$ cat src/rtl/beat_tempo_tracker.sv
// Beat tempo tracker: turns accepted beat intervals into a BPM estimate with a serial restoring divider.
// Optional feature: define BEAT_TIMEOUT_EN to drop tempo and history after TIMEOUT_FRAMES frames without a beat.
module beat_tempo_tracker #(
   parameter int MIN_INTERVAL   = 12,
   parameter int MAX_INTERVAL   = 63,
   parameter int BPM_NUM        = 2812,
   parameter int HIST_DEPTH     = 8,
   parameter int TIMEOUT_FRAMES = 255
) (
   input  logic       clk,
   input  logic       reset,
   input  logic       flux_valid,
   input  logic       beat_valid,
   output logic [8:0] bpm,
   output logic       bpm_valid,
   output logic       locked,
   output logic [7:0] last_interval,
   output logic       beat_accept,
   output logic       interval_reject,
   output logic       busy,
   output logic [1:0] dbg_state
);

   localparam int PTR_W    = (HIST_DEPTH > 1) ? $clog2(HIST_DEPTH) : 1;
   localparam int CNT_W    = $clog2(HIST_DEPTH + 1);
   localparam int DIVIDEND = BPM_NUM * HIST_DEPTH;

   typedef enum logic [1:0] {
      S_IDLE = 2'd0,
      S_DIV  = 2'd1,
      S_DONE = 2'd2
   } state_t;

   state_t             r_state;
   state_t             w_state_next;
   logic               w_load;

   logic               r_flux_prev;
   logic               r_armed;
   logic [7:0]         r_frames_since;
   logic [7:0]         r_hist [HIST_DEPTH];
   logic [PTR_W-1:0]   r_wr_ptr;
   logic [CNT_W-1:0]   r_count;
   logic [10:0]        r_sum;
   logic               r_locked;
   logic [7:0]         r_last_interval;
   logic               r_beat_accept;
   logic               r_interval_reject;

   logic [19:0]        r_dq;
   logic [10:0]        r_rem;
   logic [10:0]        r_divisor;
   logic [4:0]         r_cnt;
   logic               r_pending;
   logic [8:0]         r_bpm;
   logic               r_bpm_valid;

   logic               w_frame;
   logic               w_beat;
   logic               w_timeout;
   logic [8:0]         w_interval;
   logic [7:0]         w_fs_inc;
   logic [10:0]        w_sum_new;
   logic [11:0]        w_trial;
   logic [8:0]         w_quot_sat;

   assign w_frame    = flux_valid & ~r_flux_prev;
   assign w_beat     = w_frame & beat_valid;
   assign w_interval = {1'b0, r_frames_since} + 9'd1;
   assign w_fs_inc   = (r_frames_since == 8'hFF) ? 8'hFF : r_frames_since + 8'd1;
   assign w_sum_new  = r_sum - {3'b000, r_hist[r_wr_ptr]} + {3'b000, w_interval[7:0]};
   assign w_trial    = {r_rem, r_dq[19]};
   assign w_quot_sat = (r_dq > 20'd511) ? 9'd511 : r_dq[8:0];

`ifdef BEAT_TIMEOUT_EN
   assign w_timeout = r_armed && (r_frames_since == 8'(TIMEOUT_FRAMES));
`else
   assign w_timeout = 1'b0;
`endif

   // Beat qualification, interval history and running sum.
   always_ff @(posedge clk or posedge reset) begin
      if (reset) begin
         r_flux_prev       <= 1'b0;
         r_armed           <= 1'b0;
         r_frames_since    <= '0;
         for (int i = 0; i < HIST_DEPTH; i++) r_hist[i] <= '0;
         r_wr_ptr          <= '0;
         r_count           <= '0;
         r_sum             <= '0;
         r_locked          <= 1'b0;
         r_last_interval   <= '0;
         r_beat_accept     <= 1'b0;
         r_interval_reject <= 1'b0;
      end else begin
         r_flux_prev       <= flux_valid;
         r_beat_accept     <= 1'b0;
         r_interval_reject <= 1'b0;
         if (w_timeout) begin
            for (int i = 0; i < HIST_DEPTH; i++) r_hist[i] <= '0;
            r_wr_ptr <= '0;
            r_count  <= '0;
            r_sum    <= '0;
            r_locked <= 1'b0;
            r_armed  <= 1'b0;
         end else if (w_frame) begin
            if (!w_beat) begin
               r_frames_since <= w_fs_inc;
            end else if (!r_armed) begin
               r_armed        <= 1'b1;
               r_frames_since <= '0;
            end else if (w_interval < 9'(MIN_INTERVAL)) begin
               r_frames_since <= w_fs_inc;
            end else if (w_interval > 9'(MAX_INTERVAL)) begin
               r_interval_reject <= 1'b1;
               r_frames_since    <= '0;
            end else begin
               r_hist[r_wr_ptr] <= w_interval[7:0];
               r_wr_ptr         <= (r_wr_ptr == PTR_W'(HIST_DEPTH - 1)) ? '0 : r_wr_ptr + 1'b1;
               r_sum            <= w_sum_new;
               r_last_interval  <= w_interval[7:0];
               r_beat_accept    <= 1'b1;
               r_frames_since   <= '0;
               if (!r_locked) begin
                  r_count <= r_count + 1'b1;
                  if (r_count == CNT_W'(HIST_DEPTH - 1)) r_locked <= 1'b1;
               end
            end
         end
      end
   end

   always_ff @(posedge clk or posedge reset) begin
      if (reset) r_state <= S_IDLE;
      else       r_state <= w_state_next;
   end

   // A new accept during a divide is folded into one recompute from the latest sum.
   always_comb begin
      w_state_next = r_state;
      w_load       = 1'b0;
      case (r_state)
         S_IDLE: begin
            if (r_beat_accept && r_locked && (r_sum != 11'd0)) begin
               w_state_next = S_DIV;
               w_load       = 1'b1;
            end
         end
         S_DIV: begin
            if (r_cnt == 5'd19) w_state_next = S_DONE;
         end
         S_DONE: begin
            if ((r_pending || r_beat_accept) && r_locked && (r_sum != 11'd0)) begin
               w_state_next = S_DIV;
               w_load       = 1'b1;
            end else begin
               w_state_next = S_IDLE;
            end
         end
         default: w_state_next = S_IDLE;
      endcase
      if (w_timeout) begin
         w_state_next = S_IDLE;
         w_load       = 1'b0;
      end
   end

   always_ff @(posedge clk or posedge reset) begin
      if (reset) begin
         r_dq        <= '0;
         r_rem       <= '0;
         r_divisor   <= '0;
         r_cnt       <= '0;
         r_pending   <= 1'b0;
         r_bpm       <= '0;
         r_bpm_valid <= 1'b0;
      end else begin
         r_bpm_valid <= 1'b0;
         if (w_timeout) begin
            r_pending <= 1'b0;
            r_bpm     <= '0;
         end else begin
            if (w_load) begin
               r_divisor <= r_sum;
               r_dq      <= 20'(DIVIDEND);
               r_rem     <= '0;
               r_cnt     <= '0;
               r_pending <= 1'b0;
            end else if (r_state == S_DIV) begin
               if (w_trial >= {1'b0, r_divisor}) begin
                  r_rem <= 11'(w_trial - {1'b0, r_divisor});
                  r_dq  <= {r_dq[18:0], 1'b1};
               end else begin
                  r_rem <= w_trial[10:0];
                  r_dq  <= {r_dq[18:0], 1'b0};
               end
               r_cnt <= r_cnt + 5'd1;
               if (r_beat_accept) r_pending <= 1'b1;
            end
            if (r_state == S_DONE) begin
               r_bpm       <= w_quot_sat;
               r_bpm_valid <= 1'b1;
            end
         end
      end
   end

   assign bpm             = r_bpm;
   assign bpm_valid       = r_bpm_valid;
   assign locked          = r_locked;
   assign last_interval   = r_last_interval;
   assign beat_accept     = r_beat_accept;
   assign interval_reject = r_interval_reject;
   assign busy            = (r_state != S_IDLE);
   assign dbg_state       = r_state;

endmodule
$ cat config.mk
export PLATFORM = sky130hd
export DESIGN_NAME = beat_tempo_tracker
export DESIGN_NICKNAME = d
export VERILOG_FILES = /design/src/rtl/beat_tempo_tracker.sv
export SDC_FILE = /design/constraint.sdc
export NUM_CORES = 1
export LEC_CHECK = 0
export CORE_MARGIN = 2
export CORE_UTILIZATION = 55
export CTS_CLUSTER_DIAMETER = 60
export CTS_CLUSTER_SIZE = 28
export DETAILED_ROUTE_END_ITERATION = 8
export HOLD_SLACK_MARGIN = 0.05
export PLACE_DENSITY = 0.71
export SLEW_MARGIN = 20
export SYNTH_ARGS = -nofsm -noshare
export SYNTH_HDL_FRONTEND = slang
export SYNTH_SLANG_ARGS = --single-unit
$ cat constraint.sdc
create_clock -name clk -period 8.9 [get_ports clk]
set_input_delay 2.225 -clock clk [delete_from_list [all_inputs] [get_ports clk]]
set_output_delay 2.225 -clock clk [all_outputs]
set_load 0.02 [all_outputs]
==> flow_metrics.py, run 1 <==
metrics = {
    "run_status": {
        "status": "completed",
    },
    "critical_path": {
        "worstSetupStartpointType": "input port",
        "endpoint_kind": "register",
        "worstPathRequired_ns": 9.21,
        "crit_slowest_cell": "buf_4",
        "crit_chain": "clkdlybuf4s50_1 > nor2b_1 > nand3_1 > nor4b_4 > buf_4 > nor3b_4 > mux2_2",
        "r2r_slack_ns": 4.65,
        "cp_num_buf_inv": 2,
        "arrival_ns": 4.94,
        "path_class": "in -> reg",
        "crit_path_max_incr_delay_ns": 0.51,
        "crit_family": "simple AND/OR/NAND/NOR gates",
        "cp_max_fo": 56,
    },
    "timing": {
        "rsz0062_at_grt": "false",
        "post-route-period-util_pct": 52.0,
        "setup_slack_ns": 4.27,
        "finalSetupViolCount": 0,
        "setup_tns_ns": 0,
        "slew_headroom_pct": 37.4,
        "fin_worst_skew_ns": 0.00834,
        "holdWs_ns": 0.486,
        "fmax_ghz": 0.216,
        "period_needed_ns": 4.63,
        "tightest_slew_ns": 0.939,
        "finalHoldViolations": 0,
        "maxSlewViolCount": 0,
    },
    "clocking": {
        "cts-root-buf": "clkbuf_16",
        "clock_latency_ns": 0.43,
        "post_cts_resize_count": 0,
        "hold_buffers": 0,
        "cts_setup_buffers": 0,
        "clock_sinks": 163,
        "clk_path_buf_depth": 2,
        "cts_tree": "done",
        "cts_max_level": 4,
        "numCtsBuffers": 17,
        "clk_pin_slew_ns": 0.07,
    },
    "route": {
        "drc_errors": 0,
        "wl_met2_mm": 8.72,
        "highest_layer": "met4",
        "drtAntennaViolNets": 0,
        "post_drt_via_cell_ratio": 5.98,
        "detail_route.wl_per_cell_um": 17.5,
        "totalWireLength_mm": 18.1,
        "wl_met1_mm": 8.19,
        "first_pass_iters": 4,
        "drt_iter0_drc": 360,
        "wl_met3_um": 660,
        "vias": 6183,
    },
    "synthesis": {
        "synthCells": 821,
        "ys_top_cells_by_area": "dfrtp_1 49%, mux2_2 5.4%, ha_1 4.3%",
        "synth_nets": 863,
        "synth_area_mm2": 0.00840,
        "yosysTopAreaCellShare_pct": 48.5,
        "netlist_top_cells_count": "163 x dfrtp_1, 80 x nand2_1, 58 x a21oi_1, 58 x inv_1, 49 x nor2_1",
        "synth_edf_count": 0,
        "async_reset_ff_share_pct": 100,
        "yosysTopAreaCell": "dfrtp_1",
        "synth-main-ff-cell": "dfrtp_1",
        "synth_area_per_cell_um2": 10.2,
        "yosysUniqueCellTypes": 69,
        "yosysMostFrequentCell": "dfrtp_1",
        "ys_seq_area_share_pct": 48.5,
        "synth.ff_latch_count": 163,
        "synth_warnings": 0,
    },
    "final_layout": {
        "syn2layout_area_growth_pct": 12.3,
        "fin_cells": 1034,
        "post-route-util_pct": 62.5,
        "drive_gt1_share_pct": 10.6,
        "n_antenna_cell": 0,
        "nNetsFinal": 875,
        "fin_area_mm2": 0.00943,
    },
    "power_and_ir_drop": {
        "powerDensity_mw_per_mm2": 307,
        "p_leak_nw": 4.44,
        "p_sw_mw": 1.07,
        "combPwrFrac_pct": 38.8,
        "p_int_mw": 1.82,
        "swShare_pct": 37.0,
        "pwr-share-clk_pct": 27.5,
        "vdd.ir_drop.worst_uv": 225,
        "seqPwrFrac_pct": 33.7,
        "total_power_mw": 2.89,
    },
    "hold_path": {
        "hp-class": "reg -> reg",
    },
    "floorplan": {
        "rows": 45,
        "pin_count": 28,
        "die_w_um": 128,
        "coreArea_mm2": 0.0151,
        "initial_core_util_pct": 55.7,
        "dieHeight_um": 128,
        "die_area_mm2": 0.0163,
    },
    "placement": {
        "placedCellCount": 1002,
        "place_hpwl_mm": 12.5,
        "gp_congestion": 0.902,
        "dpl_cell_area_mm2": 0.00879,
        "port_buffers": 27,
        "preCtsSetupSlack_ns": 3.85,
    },
    "grt": {
        "antenna_found_initial": 0,
        "grt_pass1_wl_mm": 30.7,
        "overflow": 0,
        "grt_start_max_net_pins": 103,
        "grt_pass1_vias": 6123,
        "grt_usage_pct": 23.9,
    },
    "job": {
        "cap_viol_max_count": 0,
    },
}
-- sequential cells by signal (all words and copies together) (netlist names), 2 cells and up --
signal / count
r_hist: 64
bpm: 9
r_cnt: 5
r_dq: 20
r_frames_since: 8
r_wr_ptr: 3
r_divisor: 11
dbg_state: 2
r_sum: 11
r_rem: 11
r_count: 4
last_interval: 8
-- area by class of cell --
cell class	instances	area [um^2]
Clock buffer	19	443
Sequential cell	163	4080
Inverter	59	226
Timing Repair Buffer	33	315
Tap cell	188	235
Clock inverter	13	199
Fill cell	1201	5660
Multi-Input combinational cell	559	3940
-- power by group through the flow --
stage               Sequential (mW)  Combinational (mW)  Clock [mW]
floorplan                     0.942               0.891           0
global placement              0.978                1.08           0
detailed placement            0.982                1.11           0
finish                        0.975                1.12       0.796
global route                  0.988                1.27       0.838
CTS                           0.971                1.12       0.807
-- routing by layer --
| layer | GRT usage (%) | up-vias |
|---|---|---|
| met1 | 31.6 | 3071 |
| met2 | 38.8 | 159 |
| met4 | 10.3 | 0 |
| met5 | 0 | - |
| li1 | - | 2911 |
| met3 | 4.65 | 42 |
-- path summary, 6_finish.rpt --
check	endpoint	cells past startpoint	from
min in group asynchronous	r_rem[5]$_DFFE_PP0P_	2	reset
hold / removal	r_hist[7]$_DFFE_PP0P_	1	r_hist[7]$_DFFE_PP0P_
hold reg to reg	r_hist[7]$_DFFE_PP0P_	1	r_hist[7]$_DFFE_PP0P_
max in group asynchronous	r_divisor[0]$_DFFE_PP0P_	3	reset
setup reg to reg	r_sum[10]$_DFFE_PP0P_	12	r_frames_since[0]$_DFFE_PP0P_
setup / recovery	r_hist[12]$_DFFE_PP0P_	7	flux_valid
-- cell usage in the layout, fill, tap and decap left out, drive strengths merged, types with 17 or more instances in the layout --
master         synthesis  final
nand2                 80     80
clkdlybuf4s50          0     27
mux2                  40     40
clkbuf                25     19
nor2                  49     49
inv                   58     62
dfrtp                163    163
nand3                 18     18
ha                    29     29
and2                  17     17
mux2i                 25     25
a21oi                 58     58
nor2b                 23     23
o21ai                 42     42
-- logic make-up after synthesis --
kind of cell | synth area share [%]
compound gates | 14.4
xor+xnor | 2.40
fa+ha+maj | 6.46
buf+inv | 4.75
flops | 48.5
mux | 8.61
simple gates | 14.8
Power figures use the tool's default switching activity.
==> inputs of run 2 (changes only) <==
==> constraint.sdc (replaced) <==
create_clock -name clk -period 4.6 [get_ports clk]
set_input_delay 1.15 -clock clk [delete_from_list [all_inputs] [get_ports clk]]
set_output_delay 1.15 -clock clk [all_outputs]
set_load 0.02 [all_outputs]
==> run 2 against run 1 <==
  * Clock skew is essentially flat
  * Global-route usage grew 0.62 points
  * Worst hold slack gained 0.0020 ns
  * Highest routed layer unchanged
  * Non-clock buffer count grew 12
  * Via count grew 1.1%
  * Setup slack lost 3.7 ns
==> flow_metrics.py, run 2 (synthesized netlist as in run 1, its figures left out) <==
metrics = {
    "final_layout": {
        "syn2layout_area_growth_pct": 13.3,
        "fin_area_mm2": 0.00952,
        "layout_commonest_cell": "dfrtp_1",
        "nNetsFinal": 887,
        "top_register": "r_hist",
        "fill_cells": 1197,
        "final_cell_mix": "163 x dfrtp_1, 80 x nand2_1, 58 x a21oi_1",
        "reg_top3": "r_hist: 64 flops, r_dq: 20 flops",
        "largest_reg_flops": 64,
        "n_antenna_cell": 0,
        "drive_gt1_share_pct": 11.6,
    },
    "placement": {
        "preCtsSetupSlack_ns": 0.657,
        "port_buffers": 27,
        "gp_congestion": 0.857,
        "place_hpwl_mm": 12.7,
        "dpl_cell_area_mm2": 0.00890,
    },
    "grt": {
        "overflow": 0,
        "grt_pass1_vias": 6279,
        "grt_usage_pct": 24.5,
        "grt_pass1_wl_mm": 31.8,
        "antenna_found_initial": 0,
        "grt_start_max_net_pins": 92,
    },
    "critical_path": {
        "crit_slowest_cell": "dfrtp_1",
        "cpMostUsedCell": "o21ai_0",
        "worstSetupStartpointType": "register",
        "worstPathRequired_ns": 4.89,
        "reg2regPathDepth": 13,
        "crit_family": "compound AO/OA/AOI/OAI gates",
        "cp_max_fo": 23,
        "arrival_ns": 4.32,
        "r2r_slack_ns": 0.56,
        "path_class": "reg -> reg",
        "cp_num_buf_inv": 1,
        "r2r-end": "r_sum[9]$_DFFE_PP0P_",
        "endpoint_kind": "register",
        "crit_path_max_incr_delay_ns": 0.97,
        "r2r-start": "r_wr_ptr[0]$_DFFE_PP0P_",
        "crit_chain": "nor2_1 > a221oi_1 > a21oi_1 > a221o_1 > fa_1 > inv_1 > ha_1 > o21ai_0 > o21ai_0 > o2111ai_1 > nor2b_1 > nor4bb_1 > o22ai_1",
    },
    "clocking": {
        "hold_buffers": 0,
        "clk_path_buf_depth": 2,
        "cts-root-buf": "clkbuf_16",
        "cts_max_level": 4,
        "clock_latency_ns": 0.42,
        "clock_sinks": 163,
        "post_cts_resize_count": 0,
        "numCtsBuffers": 17,
        "cts_setup_buffers": 0,
        "cts_tree": "done",
        "clk_pin_slew_ns": 0.06,
    },
    "timing": {
        "setup_tns_ns": 0,
        "period_needed_ns": 4.04,
        "finalHoldViolations": 0,
        "post-route-period-util_pct": 87.8,
        "finalSetupViolCount": 0,
        "tightest_slew_ns": 1.10,
        "slew_headroom_pct": 25.6,
        "fin_worst_skew_ns": 0.00846,
        "maxSlewViolCount": 0,
        "rsz0062_at_grt": "false",
        "setup_slack_ns": 0.562,
        "fmax_ghz": 0.248,
    },
    "job": {
        "cap_viol_max_count": 0,
    },
    "floorplan": {
        "dieHeight_um": 128,
        "rows": 45,
        "initial_core_util_pct": 55.7,
        "coreArea_mm2": 0.0151,
        "die_area_mm2": 0.0163,
        "die_w_um": 128,
        "pin_count": 28,
    },
    "hold_path": {
        "hp-class": "reg -> reg",
        "hp-start": "r_hist[7]$_DFFE_PP0P_",
        "min_to": "r_hist[7]$_DFFE_PP0P_",
        "whs_path_depth": 1,
    },
    "route": {
        "vias": 6254,
        "totalWireLength_mm": 18.6,
        "post_drt_via_cell_ratio": 5.98,
        "detail_route.wl_per_cell_um": 17.8,
        "drt_iter0_drc": 368,
        "drc_errors": 0,
        "first_pass_iters": 5,
        "drtAntennaViolNets": 0,
    },
    "power_and_ir_drop": {
        "p_leak_nw": 4.49,
        "powerDensity_mw_per_mm2": 591,
        "vdd.ir_drop.worst_uv": 473,
    },
    "run_status": {
        "status": "completed",
    },
}
run 2: changes by cell type in the layout (fill, tap and decap cells not counted), sizes merged:
| cell | change |
|---|---|
| clkinvlp | +3 |
| clkinv | -2 |
| inv | -3 |
| buf | +12 |
| clkbuf | +1 |
run 2: through the flow:
stage | instances | utilization (%) | power, mW | hold slack [ns]
4_1_cts | 1045 | 63.1 | 5.64 | 0.492
3_3_place_gp | 1014 | 59.0 | 4.03 | 0.470
2_1_floorplan | 821 | - | 3.55 | 0.439
3_5_place_dp | 1014 | 59.0 | 4.12 | 0.472
5_1_grt | 1045 | 63.1 | 6.03 | 0.522
6_report | 1045 | 63.1 | 5.63 | 0.488
run 2: how the worst max path moves through the flow:
stage	from	to	cells after the start
CTS	r_wr_ptr[0]$_DFFE_PP0P_	r_sum[9]$_DFFE_PP0P_	13
global placement	r_wr_ptr[0]$_DFFE_PP0P_	r_sum[7]$_DFFE_PP0P_	12
global route	r_wr_ptr[0]$_DFFE_PP0P_	r_sum[7]$_DFFE_PP0P_	12
finish	r_wr_ptr[0]$_DFFE_PP0P_	r_sum[9]$_DFFE_PP0P_	13
floorplan	r_wr_ptr[0]$_DFFE_PP0P_	r_sum[7]$_DFFE_PP0P_	13
detailed placement	flux_valid	r_hist[59]$_DFFE_PP0P_	6
run 2: power breakdown:
group	internal [mW]	total (mW)	switching, mW
sequential	1.65	1.91	0.260
clock	0.911	1.50	0.584
combinational	0.991	2.22	1.23
run 2: layout make-up:
type | count | area, um^2 | share of cell area, %
flip-flops and latches | 163 | 4080 | 42.8
multi-input cells | 559 | 3940 | 41.3
clock buffers | 20 | 437 | 4.59
repair buffers | 45 | 430 | 4.52
well taps | 188 | 235 | 2.47
inverters | 59 | 225 | 2.37
clock inverters | 11 | 178 | 1.87
run 2: layer usage:
layer	GRT usage [%]	wire (um)
met1	32.5	8310
met2	41.0	9270
met3	5.28	755
met4	6.92	284
met5	0	0
==> inputs of run 3 (changes only) <==
--- a/config.mk
+++ b/config.mk
@@ -5,6 +5,7 @@
 export SDC_FILE = /design/constraint.sdc
 export NUM_CORES = 1
 export LEC_CHECK = 0
+export CORE_ASPECT_RATIO = 1.1
 export CORE_MARGIN = 2
 export CORE_UTILIZATION = 55
 export CTS_CLUSTER_DIAMETER = 60
@@ -12,7 +13,8 @@
 export DETAILED_ROUTE_END_ITERATION = 8
 export HOLD_SLACK_MARGIN = 0.05
 export PLACE_DENSITY = 0.71
-export SLEW_MARGIN = 20
+export SKIP_CTS_REPAIR_TIMING = 1
+export SLEW_MARGIN = 10
 export SYNTH_ARGS = -nofsm -noshare
 export SYNTH_HDL_FRONTEND = slang
 export SYNTH_SLANG_ARGS = --single-unit
==> run 3 against run 2 <==
  * Final cell count is 0.67% higher
  * Setup slack got worse by 0.071 ns
  * Critical path depth unchanged
  * Core utilization about the same
  * Critical path type unchanged
  * Largest cell class unchanged
  * Highest routed layer unchanged
==> flow_metrics.py, run 3 (synthesized netlist as in run 1, its figures left out) <==
metrics = {
    "timing": {
        "slew_headroom_pct": 28.0,
        "rsz0062_at_grt": "false",
        "holdWs_ns": 0.494,
        "maxSlewViolCount": 0,
        "fmax_ghz": 0.243,
        "fin_worst_skew_ns": 0.00787,
        "post-route-period-util_pct": 89.3,
        "finalHoldViolations": 0,
        "setup_tns_ns": 0,
        "finalSetupViolCount": 0,
        "tightest_slew_ns": 1.08,
        "period_needed_ns": 4.11,
        "setup_slack_ns": 0.490,
    },
    "critical_path": {
        "reg2regPathDepth": 13,
        "arrival_ns": 4.40,
        "worstPathRequired_ns": 4.89,
        "path_class": "reg -> reg",
        "cpMostUsedCell": "o21ai_0",
        "r2r-start": "r_wr_ptr[0]$_DFFE_PP0P_",
        "r2r-end": "r_sum[9]$_DFFE_PP0P_",
        "crit_family": "compound AO/OA/AOI/OAI gates",
        "crit_path_max_incr_delay_ns": 1.05,
        "r2r_slack_ns": 0.49,
        "crit_chain": "nor2_1 > a221oi_1 > a21oi_1 > a221o_1 > fa_1 > inv_1 > ha_1 > o21ai_0 > o21ai_0 > o2111ai_1 > nor2b_1 > nor4bb_1 > o22ai_1",
        "worstSetupStartpointType": "register",
        "cp_num_buf_inv": 1,
        "endpoint_kind": "register",
        "cp_max_fo": 29,
        "crit_slowest_cell": "dfrtp_1",
    },
    "final_layout": {
        "largest_reg_flops": 64,
        "nNetsFinal": 885,
        "post-route-util_pct": 63.1,
        "fin_area_mm2": 0.00946,
        "drive_gt1_share_pct": 11.8,
        "n_antenna_cell": 0,
        "reg_top3": "r_hist: 64 flops, r_dq: 20 flops",
        "layout_commonest_cell": "dfrtp_1",
        "syn2layout_area_growth_pct": 12.5,
        "top_register": "r_hist",
        "final_cell_mix": "163 x dfrtp_1, 80 x nand2_1, 58 x a21oi_1",
        "fin_cells": 1052,
    },
    "route": {
        "drtAntennaViolNets": 0,
        "first_pass_iters": 4,
        "drc_errors": 0,
        "detail_route.wl_per_cell_um": 17.5,
        "drt_iter0_drc": 469,
        "totalWireLength_mm": 18.4,
        "post_drt_via_cell_ratio": 5.91,
        "vias": 6215,
    },
    "hold_path": {
        "hp-start": "r_hist[46]$_DFFE_PP0P_",
        "whs_path_depth": 1,
        "hp-class": "reg -> reg",
        "min_to": "r_hist[46]$_DFFE_PP0P_",
    },
    "floorplan": {
        "initial_core_util_pct": 56.0,
        "die_w_um": 122,
        "rows": 47,
        "die_area_mm2": 0.0163,
        "coreArea_mm2": 0.0150,
        "pin_count": 28,
        "dieHeight_um": 134,
    },
    "power_and_ir_drop": {
        "powerDensity_mw_per_mm2": 581,
        "total_power_mw": 5.49,
        "vdd.ir_drop.worst_uv": 511,
        "p_leak_nw": 4.46,
    },
    "clocking": {
        "cts_max_level": 4,
        "clock_sinks": 163,
        "clk_pin_slew_ns": 0.06,
        "clk_path_buf_depth": 2,
        "numCtsBuffers": 17,
        "cts-root-buf": "clkbuf_16",
        "clock_latency_ns": 0.42,
        "cts_tree": "done",
    },
    "grt": {
        "overflow": 0,
        "grt_pass1_vias": 6293,
        "antenna_found_initial": 0,
        "grt_start_max_net_pins": 164,
        "grt_pass1_wl_mm": 31.4,
        "grt_usage_pct": 24.2,
    },
    "placement": {
        "gp_congestion": 0.923,
        "placedCellCount": 1020,
        "dpl_cell_area_mm2": 0.00889,
        "preCtsSetupSlack_ns": 0.550,
        "port_buffers": 27,
        "place_hpwl_mm": 12.7,
    },
    "run_status": {
        "status": "completed",
    },
    "job": {
        "cap_viol_max_count": 0,
    },
}
-- run 3: cell count changes in the layout (fill, tap and decap cells not counted) --
| cell | before | now |
|---|---|---|
| buf_12 | 2 | 1 |
| clkbuf_1 | 3 | 0 |
| clkbuf_8 | 0 | 1 |
| bufinv_16 | 4 | 1 |
| buf_4 | 16 | 15 |
| clkinv_2 | 0 | 3 |
| clkinv_4 | 2 | 4 |
| inv_6 | 2 | 3 |
-- run 3: cell type report --
type	instances	area, um^2
Fill cell	1206	5540
Tap cell	196	245
Clock inverter	14	129
Clock buffer	18	439
Inverter	59	225
Timing Repair Buffer	43	403
Multi-Input combinational cell	559	3940
Sequential cell	163	4080
-- run 3: how the worst max path moves through the flow --
stage / cells after the start / to / startpoint / slack, ns
floorplan: 13 / r_sum[7]$_DFFE_PP0P_ / r_wr_ptr[0]$_DFFE_PP0P_ / 1.03
global placement: 13 / r_sum[9]$_DFFE_PP0P_ / r_wr_ptr[0]$_DFFE_PP0P_ / 0.70
detailed placement: 13 / r_sum[9]$_DFFE_PP0P_ / r_wr_ptr[0]$_DFFE_PP0P_ / 0.55
CTS: 13 / r_sum[9]$_DFFE_PP0P_ / r_wr_ptr[0]$_DFFE_PP0P_ / 0.53
global route: 13 / r_sum[9]$_DFFE_PP0P_ / r_wr_ptr[0]$_DFFE_PP0P_ / 0.22
finish: 13 / r_sum[9]$_DFFE_PP0P_ / r_wr_ptr[0]$_DFFE_PP0P_ / 0.49
-- run 3: per-layer routing --
| layer | global-route usage, % | vias up | part of all wire (%) |
|---|---|---|---|
| met5 | 0 | - | 0 |
| met4 | 9.96 | 0 | 3.2 |
| met3 | 4.11 | 45 | 3.8 |
| met2 | 39.9 | 176 | 49 |
| met1 | 31.8 | 3054 | 44 |
| li1 | - | 2940 | - |
-- run 3: report_power, final --
part	internal (mW)	total [mW]	switching, mW
registers	1.65	1.92	0.272
logic	0.986	2.21	1.23
clock network	0.764	1.36	0.597
total	3.40	5.49	2.09
